## config.mk

```make
export PLATFORM = sky130hd
export DESIGN_NAME = tdc_stim_gen
export DESIGN_NICKNAME = d
export VERILOG_FILES = /design/src/rtl/tdc_stim_pkg.sv /design/src/rtl/tdc_stim_cnt.sv /design/src/rtl/tdc_stim_gen.sv
export SDC_FILE = /design/constraint.sdc
export NUM_CORES = 1
export LEC_CHECK = 0
export CAP_MARGIN = 25
export CORE_ASPECT_RATIO = 2
export CORE_MARGIN = 2
export CORE_UTILIZATION = 30
export CTS_CLUSTER_DIAMETER = 40
export DETAILED_ROUTE_END_ITERATION = 10
export PLACE_DENSITY = 0.59
export REMOVE_ABC_BUFFERS = 1
export SLEW_MARGIN = 25
export SYNTH_ARGS = -nofsm -noshare
export SYNTH_HDL_FRONTEND = slang
export SYNTH_HIERARCHICAL = 1
export SYNTH_SLANG_ARGS = --single-unit
export TNS_END_PERCENT = 50
```

## constraint.sdc

```tcl
create_clock -name clk -period 4.33 [get_ports clk]
set_input_delay 1.299 -clock clk [delete_from_list [all_inputs] [get_ports clk]]
set_output_delay 1.299 -clock clk [all_outputs]
set_load 0.02 [all_outputs]
```

## src/rtl/tdc_stim_pkg.sv

```systemverilog
// Shared types and default widths for the TDC stimulus generator.
package tdc_stim_pkg;

  localparam int DELAY_W_DEF = 8;
  localparam int WIDTH_W_DEF = 4;
  localparam int REP_W       = 4;

  typedef enum logic [2:0] {
    S_IDLE,
    S_START,
    S_HOLD,
    S_GAP,
    S_DONE
  } state_e;

endpackage

```

## src/rtl/tdc_stim_cnt.sv

```systemverilog
// Loadable down-counter that sticks at zero instead of wrapping.
module tdc_stim_cnt #(
  parameter int W = 8
) (
  input  logic         clk,
  input  logic         rst_n,
  input  logic         load_i,
  input  logic [W-1:0] val_i,
  input  logic         dec_i,
  output logic         last_o
);

  logic [W-1:0] cnt_q, cnt_d;

  always_comb begin
    cnt_d = cnt_q;
    if (load_i) begin
      cnt_d = val_i;
    end else if (dec_i && (cnt_q != '0)) begin
      cnt_d = cnt_q - W'(1);
    end
  end

  always_ff @(posedge clk or negedge rst_n) begin
    if (!rst_n) begin
      cnt_q <= '0;
    end else begin
      cnt_q <= cnt_d;
    end
  end

  // Final cycle of the current phase.
  assign last_o = (cnt_q == W'(1));

endmodule

```

## src/rtl/tdc_stim_gen.sv

```systemverilog
// Start/stop stimulus generator for a TDC; one run per trig_i rising edge.
// Define TDC_STIM_REPEAT_EN to add rep_i/run_o and back-to-back burst runs.
module tdc_stim_gen
  import tdc_stim_pkg::*;
#(
  parameter int DELAY_W = DELAY_W_DEF,
  parameter int WIDTH_W = WIDTH_W_DEF
) (
  input  logic               clk,
  input  logic               rst_n,
  input  logic               ena,
  input  logic               trig_i,
  input  logic [DELAY_W-1:0] delay_i,
  input  logic [WIDTH_W-1:0] width_i,
`ifdef TDC_STIM_REPEAT_EN
  input  logic [REP_W-1:0]   rep_i,
  output logic [REP_W-1:0]   run_o,
`endif
  output logic               start_o,
  output logic               stop_o,
  output logic               busy_o,
  output logic               done_o
);

  localparam int CNT_W = (DELAY_W > WIDTH_W) ? DELAY_W : WIDTH_W;

  state_e             state_q, state_d;
  logic               trig_q, trig_d;
  logic               arm_q, arm_d;
  logic [WIDTH_W-1:0] w_q, w_d;
  logic               start_q, start_d, stop_q, stop_d;
  logic               busy_q, busy_d, done_q, done_d;
`ifdef TDC_STIM_REPEAT_EN
  logic [DELAY_W-1:0] d_q, d_d;
  logic [REP_W-1:0]   rep_q, rep_d, run_q, run_d;
`endif

  logic               cnt_load, cnt_dec, cnt_last;
  logic [CNT_W-1:0]   cnt_val;
  logic [DELAY_W-1:0] d_sat;
  logic [WIDTH_W-1:0] w_sat;
  logic               trig_edge;

  assign d_sat = (delay_i == '0) ? DELAY_W'(1) : delay_i;
  assign w_sat = (width_i == '0) ? WIDTH_W'(1) : width_i;
  // arm_q masks the first cycle after reset so a trig_i held high is not an edge.
  assign trig_edge = arm_q && trig_i && !trig_q;

  always_comb begin
    state_d  = state_q;
    trig_d   = trig_i;
    arm_d    = 1'b1;
    w_d      = w_q;
    start_d  = start_q;
    stop_d   = stop_q;
    busy_d   = busy_q;
    done_d   = 1'b0;
    cnt_load = 1'b0;
    cnt_dec  = 1'b0;
    cnt_val  = '0;
`ifdef TDC_STIM_REPEAT_EN
    d_d      = d_q;
    rep_d    = rep_q;
    run_d    = run_q;
`endif
    if (!ena) begin
      state_d = S_IDLE;
      start_d = 1'b0;
      stop_d  = 1'b0;
      busy_d  = 1'b0;
    end else begin
      case (state_q)
        S_IDLE: begin
          if (trig_edge) begin
            state_d  = S_START;
            w_d      = w_sat;
            start_d  = 1'b1;
            busy_d   = 1'b1;
            cnt_load = 1'b1;
            cnt_val  = CNT_W'(d_sat);
`ifdef TDC_STIM_REPEAT_EN
            d_d      = d_sat;
            rep_d    = rep_i;
            run_d    = '0;
`endif
          end
        end
        S_START: begin
          if (cnt_last) begin
            state_d  = S_HOLD;
            stop_d   = 1'b1;
            cnt_load = 1'b1;
            cnt_val  = CNT_W'(w_q);
          end else begin
            cnt_dec = 1'b1;
          end
        end
        S_HOLD: begin
          if (cnt_last) begin
            start_d = 1'b0;
            stop_d  = 1'b0;
`ifdef TDC_STIM_REPEAT_EN
            if (run_q != rep_q) begin
              state_d  = S_GAP;
              cnt_load = 1'b1;
              cnt_val  = CNT_W'(w_q);
            end else begin
              state_d = S_DONE;
              done_d  = 1'b1;
            end
`else
            state_d = S_DONE;
            done_d  = 1'b1;
`endif
          end else begin
            cnt_dec = 1'b1;
          end
        end
`ifdef TDC_STIM_REPEAT_EN
        S_GAP: begin
          if (cnt_last) begin
            state_d  = S_START;
            start_d  = 1'b1;
            cnt_load = 1'b1;
            cnt_val  = CNT_W'(d_q);
            run_d    = run_q + REP_W'(1);
          end else begin
            cnt_dec = 1'b1;
          end
        end
`endif
        S_DONE: begin
          state_d = S_IDLE;
          busy_d  = 1'b0;
        end
        default: begin
          state_d = S_IDLE;
          start_d = 1'b0;
          stop_d  = 1'b0;
          busy_d  = 1'b0;
        end
      endcase
    end
  end

  always_ff @(posedge clk or negedge rst_n) begin
    if (!rst_n) begin
      state_q <= S_IDLE;
      trig_q  <= 1'b0;
      arm_q   <= 1'b0;
      w_q     <= '0;
      start_q <= 1'b0;
      stop_q  <= 1'b0;
      busy_q  <= 1'b0;
      done_q  <= 1'b0;
`ifdef TDC_STIM_REPEAT_EN
      d_q     <= '0;
      rep_q   <= '0;
      run_q   <= '0;
`endif
    end else begin
      state_q <= state_d;
      trig_q  <= trig_d;
      arm_q   <= arm_d;
      w_q     <= w_d;
      start_q <= start_d;
      stop_q  <= stop_d;
      busy_q  <= busy_d;
      done_q  <= done_d;
`ifdef TDC_STIM_REPEAT_EN
      d_q     <= d_d;
      rep_q   <= rep_d;
      run_q   <= run_d;
`endif
    end
  end

  tdc_stim_cnt #(.W(CNT_W)) u_cnt (
    .clk    (clk),
    .rst_n  (rst_n),
    .load_i (cnt_load),
    .val_i  (cnt_val),
    .dec_i  (cnt_dec),
    .last_o (cnt_last)
  );

  assign start_o = start_q;
  assign stop_o  = stop_q;
  assign busy_o  = busy_q;
  assign done_o  = done_q;
`ifdef TDC_STIM_REPEAT_EN
  assign run_o   = run_q;
`endif

endmodule

```

==> results of run 1 <==
## cell usage after synthesis (3+ instances only)
cell / n
dfrtp_1: 21
nand2_1: 14
a21oi_1: 10
nor2_1: 10
nor3_1: 7
o211ai_1: 5
a31oi_1: 4
and2_1: 4
inv_1: 4
a2111o_1: 3
a21boi_0: 3
a32oi_1: 3
ha_1: 3
mux2_2: 3
o21ai_0: 3
or4_1: 3
## stage by stage
stage	utilization [%]	cells	total power, mW	setup slack, ns	hold WS (ns)
after detailed placement	36.7	202	0.485	0.615	0.508
after global placement	36.7	202	0.477	0.667	0.507
after floorplan	-	128	0.411	1.17	0.480
final	37.7	206	0.607	0.825	0.524
after CTS	37.8	206	0.614	0.882	0.526
after global routing	37.7	206	0.654	0.737	0.528
## flip-flops by register name (all words and copies together), names as in the netlist
register     cells
done_o           1
trig_q           1
busy_o           1
u_cnt/cnt_q      8
arm_q            1
state_q          3
stop_o           1
start_o          1
w_q              4
## worst paths after layout
path                                            startpoint                         end  cells past startpoint
min in group asynchronous                            rst_n          w_q[1]$_DFFE_PN0P_                      1
max in group asynchronous                            rst_n      state_q[0]$_DFFE_PN0P_                      1
worst max register to register  u_cnt/cnt_q[3]$_DFFE_PN0P_  u_cnt/cnt_q[0]$_DFFE_PN0P_                      9
worst min-delay path                    w_q[1]$_DFFE_PN0P_          w_q[1]$_DFFE_PN0P_                      1
worst min register to register          w_q[1]$_DFFE_PN0P_          w_q[1]$_DFFE_PN0P_                      1
worst max-delay path                                   ena  u_cnt/cnt_q[7]$_DFFE_PN0P_                      7
## where the power goes
| part | internal (mW) | leakage, nW | total [mW] | switching, mW |
|---|---|---|---|---|
| Combinational | 0.0866 | 0.286 | 0.192 | 0.105 |
| Clock | 0.0639 | 0.0255 | 0.125 | 0.0612 |
| Sequential | 0.239 | 0.267 | 0.290 | 0.0503 |
| Total | 0.390 | 0.579 | 0.607 | 0.217 |
## final cells by class
cell class	count	area [um2]
clock inverter	1	5.00
fill	398	2550
inverter	4	15.0
timing repair buffer	22	208
multi-input combinational	103	681
sequential	21	526
tap	52	65.1
clock buffer	3	41.3
## logic make-up (layout without fill, tap and decap cells)
group                      after synthesis  in the layout  synth area share (%)
AOI/OAI and AO/OA                       37             37                  20.5
DFF                                     21             21                  41.6
xor gates and xnor gates                 1              1                 0.694
muxes                                    3              3                  2.68
adders and majority gates                3              3                  2.97
other                                    1              1                 0.297
buffers and inverters                   11             30                  4.46
and+or+nand+nor                         58             58                  26.8
## layer usage
| metal | routed length (um) | vias up | share of wire (%) |
|---|---|---|---|
| met5 | 0 | - | 0 |
| met4 | 103 | 0 | 3.4 |
| met3 | 82 | 10 | 2.7 |
| met2 | 1800 | 31 | 59 |
| met1 | 1080 | 552 | 35 |
| li1 | - | 545 | - |
## worst max-delay path, delay by kind of cell
family          cells  cell delay [ns]
simple gates        4             1.41
buf+inv             2             0.75
compound gates      1             0.21
==> results.py, run 1 <==
metrics = {
    "synthesis": {
        "synth_cell_types": 44,
        "ys_warn_count": 6,
        "synth.avg_cell_area_um2": 9.35,
        "synth_top_cell_area_share_pct": 41.6,
        "synth_area_leaders": "dfrtp_1 42%, nand2_1 4.2%, a21oi_1 4.0%",
        "netlist_instances": 135,
        "ys_seq_area_share_pct": 41.6,
        "synth_enable_flop_cells": 0,
        "synthArstFlopShare_pct": 100,
        "yosysTopAreaCell": "dfrtp_1",
        "netlist_area_um2": 1260,
        "synth_seq_cells": 21,
        "synth_ff_type": "dfrtp_1",
    },
    "flow_run": {
        "cap_violations": 0,
    },
    "layout": {
        "area_delta_synth_final_pct": 22.0,
        "final_area_um2": 1540,
        "final_common_cell": "dfrtp_1",
        "drive_gt1_share_pct": 12.3,
        "final_cell_mix": "21 x dfrtp_1, 18 x clkdlybuf4s50_1, 14 x nand2_1",
        "antenna_cells_inserted": 0,
        "fin_nets": 174,
    },
    "route": {
        "drtAntennaViolNets": 0,
        "drc": 0,
        "drt-initial-drc-count": 27,
        "wl_per_cell_um": 14.9,
        "vias": 1138,
        "drt-total-wl_mm": 3.07,
        "first_pass_iters": 4,
        "via_per_inst": 5.52,
    },
    "pwr": {
        "total_leakage_power_nw": 0.579,
        "power.density_nw_per_um2": 394,
        "peakVddDrop_uv": 230,
    },
    "floorplanning": {
        "core-area_um2": 4090,
        "die_area_um2": 4770,
        "rows": 33,
        "initial_utilization_pct": 30.9,
        "die_x_um": 49.9,
        "fp.dieH_um": 95.7,
        "pin_count": 20,
    },
    "worst_setup_path": {
        "start_kind": "primary input",
        "crit_fanout": 8,
        "crit_chain": "clkdlybuf4s50_1 > nand2b_1 > nor3_1 > buf_4 > or4b_2 > or4_1 > a31oi_1",
        "cp.required_ns": 4.50,
        "rrSetupSlack_ns": 1.61,
        "slowest_stage": "or4b_2",
        "cp.arrival_ns": 3.67,
        "slowest_delay_ns": 0.60,
        "path_class": "primary input to register",
        "critPathCaptureType": "register",
    },
    "timing": {
        "hold_viol_final": 0,
        "tns_ns": 0,
        "finalSetupViolCount": 0,
        "min_period_over_period_pct": 81.0,
        "skew_ns": 0.00282,
        "rsz0062_at_grt": "no",
        "slew_viol_final": 0,
        "maxSlewHeadroom_pct": 36.2,
        "fmax_mhz": 285,
        "finalCriticalPeriod_ns": 3.51,
        "worst_slew_pin_slew_ns": 0.948,
    },
    "min_path": {
        "hp-class": "register to register",
    },
    "clocking": {
        "clock-root-buffer": "clkbuf_8",
        "postCtsSetupRepairBufs": 0,
        "hold_buffers": 0,
        "cts_tree": "built",
        "insertion_delay_ns": 0.25,
        "path_clk_slew_ns": 0.07,
        "cts_buffers": 3,
        "clock_sinks": 21,
        "clockBufferDepth": 2,
        "htree_levels": 1,
        "cts_resized": 0,
    },
    "placed_design": {
        "numPortBuffers": 19,
        "place_hpwl_mm": 2.49,
        "place.gp.congestion": 0.812,
        "placed_cell_area_um2": 1500,
    },
    "grt": {
        "grt_pass1_vias": 1165,
        "grt_usage_pct": 13.9,
        "antenna_found_initial": 0,
        "grtUsageMet2_pct": 29.1,
        "use_met3_pct": 1.24,
        "grtUsageMet1_pct": 11.9,
        "grt_first_pass_wirelength_mm": 5.04,
        "grt_max_degree": 22,
        "grt_busiest_layer": "met2",
        "overflow": 0,
    },
    "status": {
        "run_status": "complete, no violations",
    },
}
(Power assumes the default switching activity.)
==> inputs of run 2 (changes only) <==
==> constraint.sdc (replaced) <==
create_clock -name clk -period 3.49 [get_ports clk]
set_input_delay 1.047 -clock clk [delete_from_list [all_inputs] [get_ports clk]]
set_output_delay 1.047 -clock clk [all_outputs]
set_load 0.02 [all_outputs]
==> results.py, run 2 (same netlist as run 1, synthesis figures left out) <==
metrics = {
    "status": {
        "run_status": "complete, no violations",
    },
    "pwr": {
        "switching_power_uw": 284,
        "power_switching_share_pct": 36.5,
        "peakVddDrop_uv": 281,
        "total_leakage_power_nw": 0.595,
        "power.density_nw_per_um2": 494,
        "seq_power_share_pct": 46.2,
        "combPwrFrac_pct": 32.5,
        "internal_power_uw": 495,
        "clockPowerShare_pct": 21.3,
    },
    "placed_design": {
        "place_hpwl_mm": 2.52,
        "numPortBuffers": 19,
        "dp_slack_ns": 0.304,
        "place.gp.congestion": 0.800,
    },
    "worst_setup_path": {
        "slowest_stage": "or4b_2",
        "cp.required_ns": 3.69,
        "critPathCaptureType": "register",
        "crit_buf_inv": 2,
        "cp.arrival_ns": 3.12,
        "crit_chain": "clkdlybuf4s50_1 > nand2b_1 > nor3_1 > buf_4 > or4b_2 > or4_1 > a31oi_1",
        "crit_family": "simple AND/OR/NAND/NOR gates",
        "slowest_delay_ns": 0.59,
        "path_class": "primary input to register",
        "start_kind": "primary input",
        "crit_fanout": 8,
        "rrSetupSlack_ns": 0.81,
    },
    "layout": {
        "area_delta_synth_final_pct": 25.0,
        "reg_top3": "u_cnt/cnt_q: 8 flops, w_q: 4 flops, state_q: 3 flops",
        "drive_gt1_share_pct": 13.9,
        "fin_nets": 178,
        "final_cell_mix": "21 x dfrtp_1, 19 x clkdlybuf4s50_1, 14 x nand2_1",
        "largest_register": "u_cnt/cnt_q",
        "antenna_cells_inserted": 0,
        "largest_register_ffs": 8,
        "final_common_cell": "dfrtp_1",
    },
    "timing": {
        "rsz0062_at_grt": "no",
        "maxSlewHeadroom_pct": 36.0,
        "finalCriticalPeriod_ns": 2.92,
        "skew_ns": 0.0109,
        "slew_viol_final": 0,
        "min_period_over_period_pct": 83.7,
        "worst_slew_pin_slew_ns": 0.952,
        "hold_viol_final": 0,
        "fmax_mhz": 342,
        "tns_ns": 0,
        "setup_slack_ns": 0.570,
        "finalSetupViolCount": 0,
    },
    "route": {
        "first_pass_iters": 4,
        "via_per_inst": 5.48,
        "drc": 0,
        "wl_per_cell_um": 15.0,
        "drt-initial-drc-count": 28,
        "vias": 1150,
        "drt-total-wl_mm": 3.15,
        "drtAntennaViolNets": 0,
    },
    "flow_run": {
        "cap_violations": 0,
    },
    "grt": {
        "antenna_found_initial": 0,
        "grt_usage_pct": 14.7,
        "grt_max_degree": 22,
        "overflow": 0,
        "grt_pass1_vias": 1221,
        "grt_first_pass_wirelength_mm": 5.40,
    },
    "clocking": {
        "clockBufferDepth": 2,
        "hold_buffers": 0,
        "clock-root-buffer": "clkbuf_8",
        "clock_sinks": 21,
        "cts_buffers": 3,
        "path_clk_slew_ns": 0.09,
        "htree_levels": 1,
        "insertion_delay_ns": 0.27,
        "cts_tree": "built",
        "postCtsSetupRepairBufs": 0,
        "cts_resized": 0,
    },
    "floorplanning": {
        "die_area_um2": 4770,
        "rows": 33,
        "die_x_um": 49.9,
        "fp.dieH_um": 95.7,
        "pin_count": 20,
        "initial_utilization_pct": 30.9,
        "core-area_um2": 4090,
    },
    "min_path": {
        "hp-class": "register to register",
    },
}
run 2: cell types whose count changed in the layout (fill, tap and decap cells not counted), sizes merged:
cell           before  now
buf                 4    7
clkdlybuf4s50      18   19
clkinv              1    0
clkinvlp            0    1
run 2: through the flow:
| stage | hold slack (ns) | std cells | power, mW | util (%) | area [um2] |
|---|---|---|---|---|---|
| 2_1_floorplan | 0.480 | 128 | 0.510 | - | 1220 |
| 3_3_place_gp | 0.521 | 206 | 0.602 | 37.4 | 1530 |
| 3_5_place_dp | 0.518 | 206 | 0.618 | 37.4 | 1530 |
| 4_1_cts | 0.535 | 210 | 0.784 | 38.6 | 1580 |
| 5_1_grt | 0.550 | 210 | 0.840 | 38.6 | 1580 |
| 6_report | 0.530 | 210 | 0.779 | 38.6 | 1580 |
run 2: layer usage:
layer  part of all wire [%]  up-vias  track usage, %  wire (um)
met5                      0        -               0          0
met4                    1.7        0            6.71         54
met3                    2.5        6            1.24         80
met2                     61       28            31.3       1910
met1                     35      565            13.2       1100
li1                       -      551               -          -
run 2: worst register-to-register path, cell delays in order (launching register included):
cell      delay [ns]
dfrtp_1         0.43
or4_1           0.67
nor4b_1         0.30
buf_4           0.22
nor4bb_1        0.56
a32oi_1         0.10
nor2_1          0.12
nand2_1         0.06
o311ai_0        0.10
run 2: final timing paths:
kind / startpoint / to / cells past startpoint
max: ena / u_cnt/cnt_q[7]$_DFFE_PN0P_ / 7
min: w_q[2]$_DFFE_PN0P_ / w_q[2]$_DFFE_PN0P_ / 1
max reg2reg: u_cnt/cnt_q[3]$_DFFE_PN0P_ / u_cnt/cnt_q[1]$_DFFE_PN0P_ / 8
min reg2reg: w_q[2]$_DFFE_PN0P_ / w_q[2]$_DFFE_PN0P_ / 1
max in group asynchronous: rst_n / u_cnt/cnt_q[6]$_DFFE_PN0P_ / 2
min in group asynchronous: rst_n / u_cnt/cnt_q[7]$_DFFE_PN0P_ / 2
run 2: area by class of cell:
class                           count  area, um2
Timing Repair Buffer               26        243
Clock buffer                        3       41.3
Clock inverter                      1       7.51
Inverter                            4       15.0
Tap cell                           52       65.1
Fill cell                         416       2510
Multi-Input combinational cell    103        681
Sequential cell                    21        526
run 2: power by group through the flow:
stage / Sequential (mW) / Clock [mW] / Combinational (mW)
finish: 0.360 / 0.166 / 0.253
global route: 0.369 / 0.182 / 0.289
CTS: 0.360 / 0.170 / 0.254
detailed placement: 0.365 / 0 / 0.253
global placement: 0.360 / 0 / 0.241
floorplan: 0.345 / 0 / 0.165
==> inputs of run 3 (changes only) <==
==> constraint.sdc (replaced) <==
create_clock -name clk -period 3 [get_ports clk]
set_input_delay 0.9 -clock clk [delete_from_list [all_inputs] [get_ports clk]]
set_output_delay 0.9 -clock clk [all_outputs]
set_load 0.02 [all_outputs]
==> results.py, run 3 (same netlist as run 1, synthesis figures left out) <==
metrics = {
    "status": {
        "run_status": "complete, no violations",
    },
    "clocking": {
        "clock-root-buffer": "clkbuf_8",
        "insertion_delay_ns": 0.26,
        "clockBufferDepth": 2,
        "htree_levels": 1,
        "cts_buffers": 3,
        "hold_buffers": 0,
        "cts_tree": "built",
        "postCtsSetupRepairBufs": 0,
        "path_clk_slew_ns": 0.07,
        "clock_sinks": 21,
        "cts_resized": 0,
    },
    "min_path": {
        "hp-class": "register to register",
    },
    "floorplanning": {
        "die_x_um": 49.9,
        "pin_count": 20,
        "core-area_um2": 4090,
        "initial_utilization_pct": 30.9,
        "die_area_um2": 4770,
        "rows": 33,
        "fp.dieH_um": 95.7,
    },
    "worst_setup_path": {
        "cp.arrival_ns": 3.02,
        "crit_fanout": 8,
        "reg2reg_to": "u_cnt/cnt_q[7]$_DFFE_PN0P_",
        "start_kind": "primary input",
        "critPathCapture": "u_cnt/cnt_q[7]$_DFFE_PN0P_",
        "slowest_delay_ns": 0.59,
        "worstSetupStartpoint": "ena",
        "crit_buf_inv": 2,
        "ff2ff_path_depth": 8,
        "crit_family": "simple AND/OR/NAND/NOR gates",
        "path_class": "primary input to register",
        "cp.required_ns": 3.18,
        "r2r-start": "u_cnt/cnt_q[2]$_DFFE_PN0P_",
        "path_depth": 7,
        "crit_chain": "clkdlybuf4s50_1 > nand2b_1 > nor3_1 > buf_4 > or4b_2 > or4_1 > a31oi_1",
        "critPathCaptureType": "register",
        "slowest_stage": "or4b_2",
        "rrSetupSlack_ns": 0.34,
    },
    "grt": {
        "grt_pass1_vias": 1222,
        "overflow": 0,
        "grt_max_degree": 22,
        "antenna_found_initial": 0,
        "grt_first_pass_wirelength_mm": 5.24,
        "grt_usage_pct": 14.5,
    },
    "layout": {
        "antenna_cells_inserted": 0,
        "area_delta_synth_final_pct": 26.6,
        "finish.utilization_pct": 39.1,
        "final_area_um2": 1600,
        "largest_register": "u_cnt/cnt_q",
        "final_common_cell": "dfrtp_1",
        "fin_nets": 181,
        "reg_top3": "u_cnt/cnt_q: 8 flops, w_q: 4 flops, state_q: 3 flops",
        "final_cell_mix": "21 x dfrtp_1, 19 x clkdlybuf4s50_1, 14 x nand2_1",
        "drive_gt1_share_pct": 15.5,
        "fillCellCount": 410,
        "largest_register_ffs": 8,
    },
    "pwr": {
        "internal_power_uw": 587,
        "peakVddDrop_uv": 411,
        "clockPowerShare_pct": 20.3,
        "power_switching_share_pct": 35.8,
        "switching_power_uw": 328,
        "seq_power_share_pct": 45.7,
        "p_total_uw": 914,
        "power.density_nw_per_um2": 572,
        "combPwrFrac_pct": 34.1,
        "total_leakage_power_nw": 0.614,
    },
    "timing": {
        "skew_ns": 0.00145,
        "hold_ws_ns": 0.531,
        "maxSlewHeadroom_pct": 64.8,
        "rsz0062_at_grt": "no",
        "min_period_over_period_pct": 94.7,
        "slew_viol_final": 0,
        "finalSetupViolCount": 0,
        "fmax_mhz": 352,
        "finalCriticalPeriod_ns": 2.84,
        "hold_viol_final": 0,
        "worst_slew_pin_slew_ns": 0.521,
    },
    "flow_run": {
        "cap_violations": 0,
    },
    "route": {
        "drc": 0,
        "drt-initial-drc-count": 21,
        "vias": 1129,
        "wl_per_cell_um": 15.2,
        "drt-total-wl_mm": 3.24,
        "via_per_inst": 5.30,
        "first_pass_iters": 4,
        "drtAntennaViolNets": 0,
    },
    "placed_design": {
        "numPortBuffers": 19,
        "place.gp.congestion": 0.765,
        "place_hpwl_mm": 2.66,
        "placed_cell_area_um2": 1550,
    },
}
==> run 3: changes by cell type in the layout (fill, tap and decap cells not counted) <==
cell | before | now
clkinv_2 | 0 | 1
clkinvlp_4 | 1 | 0
buf_4 | 7 | 10
==> run 3: worst register-to-register path, stage by stage, from the launching register on <==
cell and delay, ns:
dfrtp_1 0.45, or4_1 0.28, nor4b_1 0.08, buf_4 0.17, nor3_1 0.18, buf_4 0.17
or4b_2 0.59, or4_1 0.44, a31oi_1 0.20
==> run 3: layout make-up <==
type,count,area [um2],area share (%)
repair buffers,29,265,16.6
clock buffers,3,41.3,2.58
clock inverters,1,5.00,0.313
flip-flops and latches,21,526,32.9
multi-input cells,103,681,42.6
inverters,4,15.0,0.940
well taps,52,65.1,4.07
==> run 3: how the worst min path moves through the flow <==
stage	depth (start not counted)	end	slack, ns	from
global route	1	w_q[3]$_DFFE_PN0P_	0.56	w_q[3]$_DFFE_PN0P_
CTS	1	w_q[3]$_DFFE_PN0P_	0.54	w_q[3]$_DFFE_PN0P_
floorplan	1	w_q[1]$_DFFE_PN0P_	0.48	w_q[1]$_DFFE_PN0P_
detailed placement	1	w_q[3]$_DFFE_PN0P_	0.53	w_q[3]$_DFFE_PN0P_
finish	1	w_q[3]$_DFFE_PN0P_	0.53	w_q[3]$_DFFE_PN0P_
global placement	1	w_q[2]$_DFFE_PN0P_	0.52	w_q[2]$_DFFE_PN0P_
==> run 3: through the flow <==
step	cells	setup TNS (ns)	setup WS, ns
after floorplan	128	-0.703	-0.156
after global placement	209	-0.00655	-0.00655
after detailed placement	209	-0.106	-0.106
after CTS	213	0	0.173
after global routing	213	0	0.108
final	213	0	0.160
==> run 3: power by group through the flow <==
stage / sequential, mW / combinational [mW] / clock (mW)
2_1_floorplan: 0.402 / 0.191 / 0
3_3_place_gp: 0.418 / 0.299 / 0
3_5_place_dp: 0.422 / 0.313 / 0
4_1_cts: 0.416 / 0.314 / 0.191
5_1_grt: 0.426 / 0.346 / 0.205
6_report: 0.418 / 0.311 / 0.185
==> run 3: metal layers <==
metal  wire length, um  vias to the layer above  GRT usage (%)  part of all wire, %
li1                  -                      560              -                    -
met5                 0                        -              0                    0
met3                81                        8           1.40                  2.5
met1              1060                      535           11.6                   33
met2              2000                       26           31.3                   62
met4                91                        0           8.33                  2.8
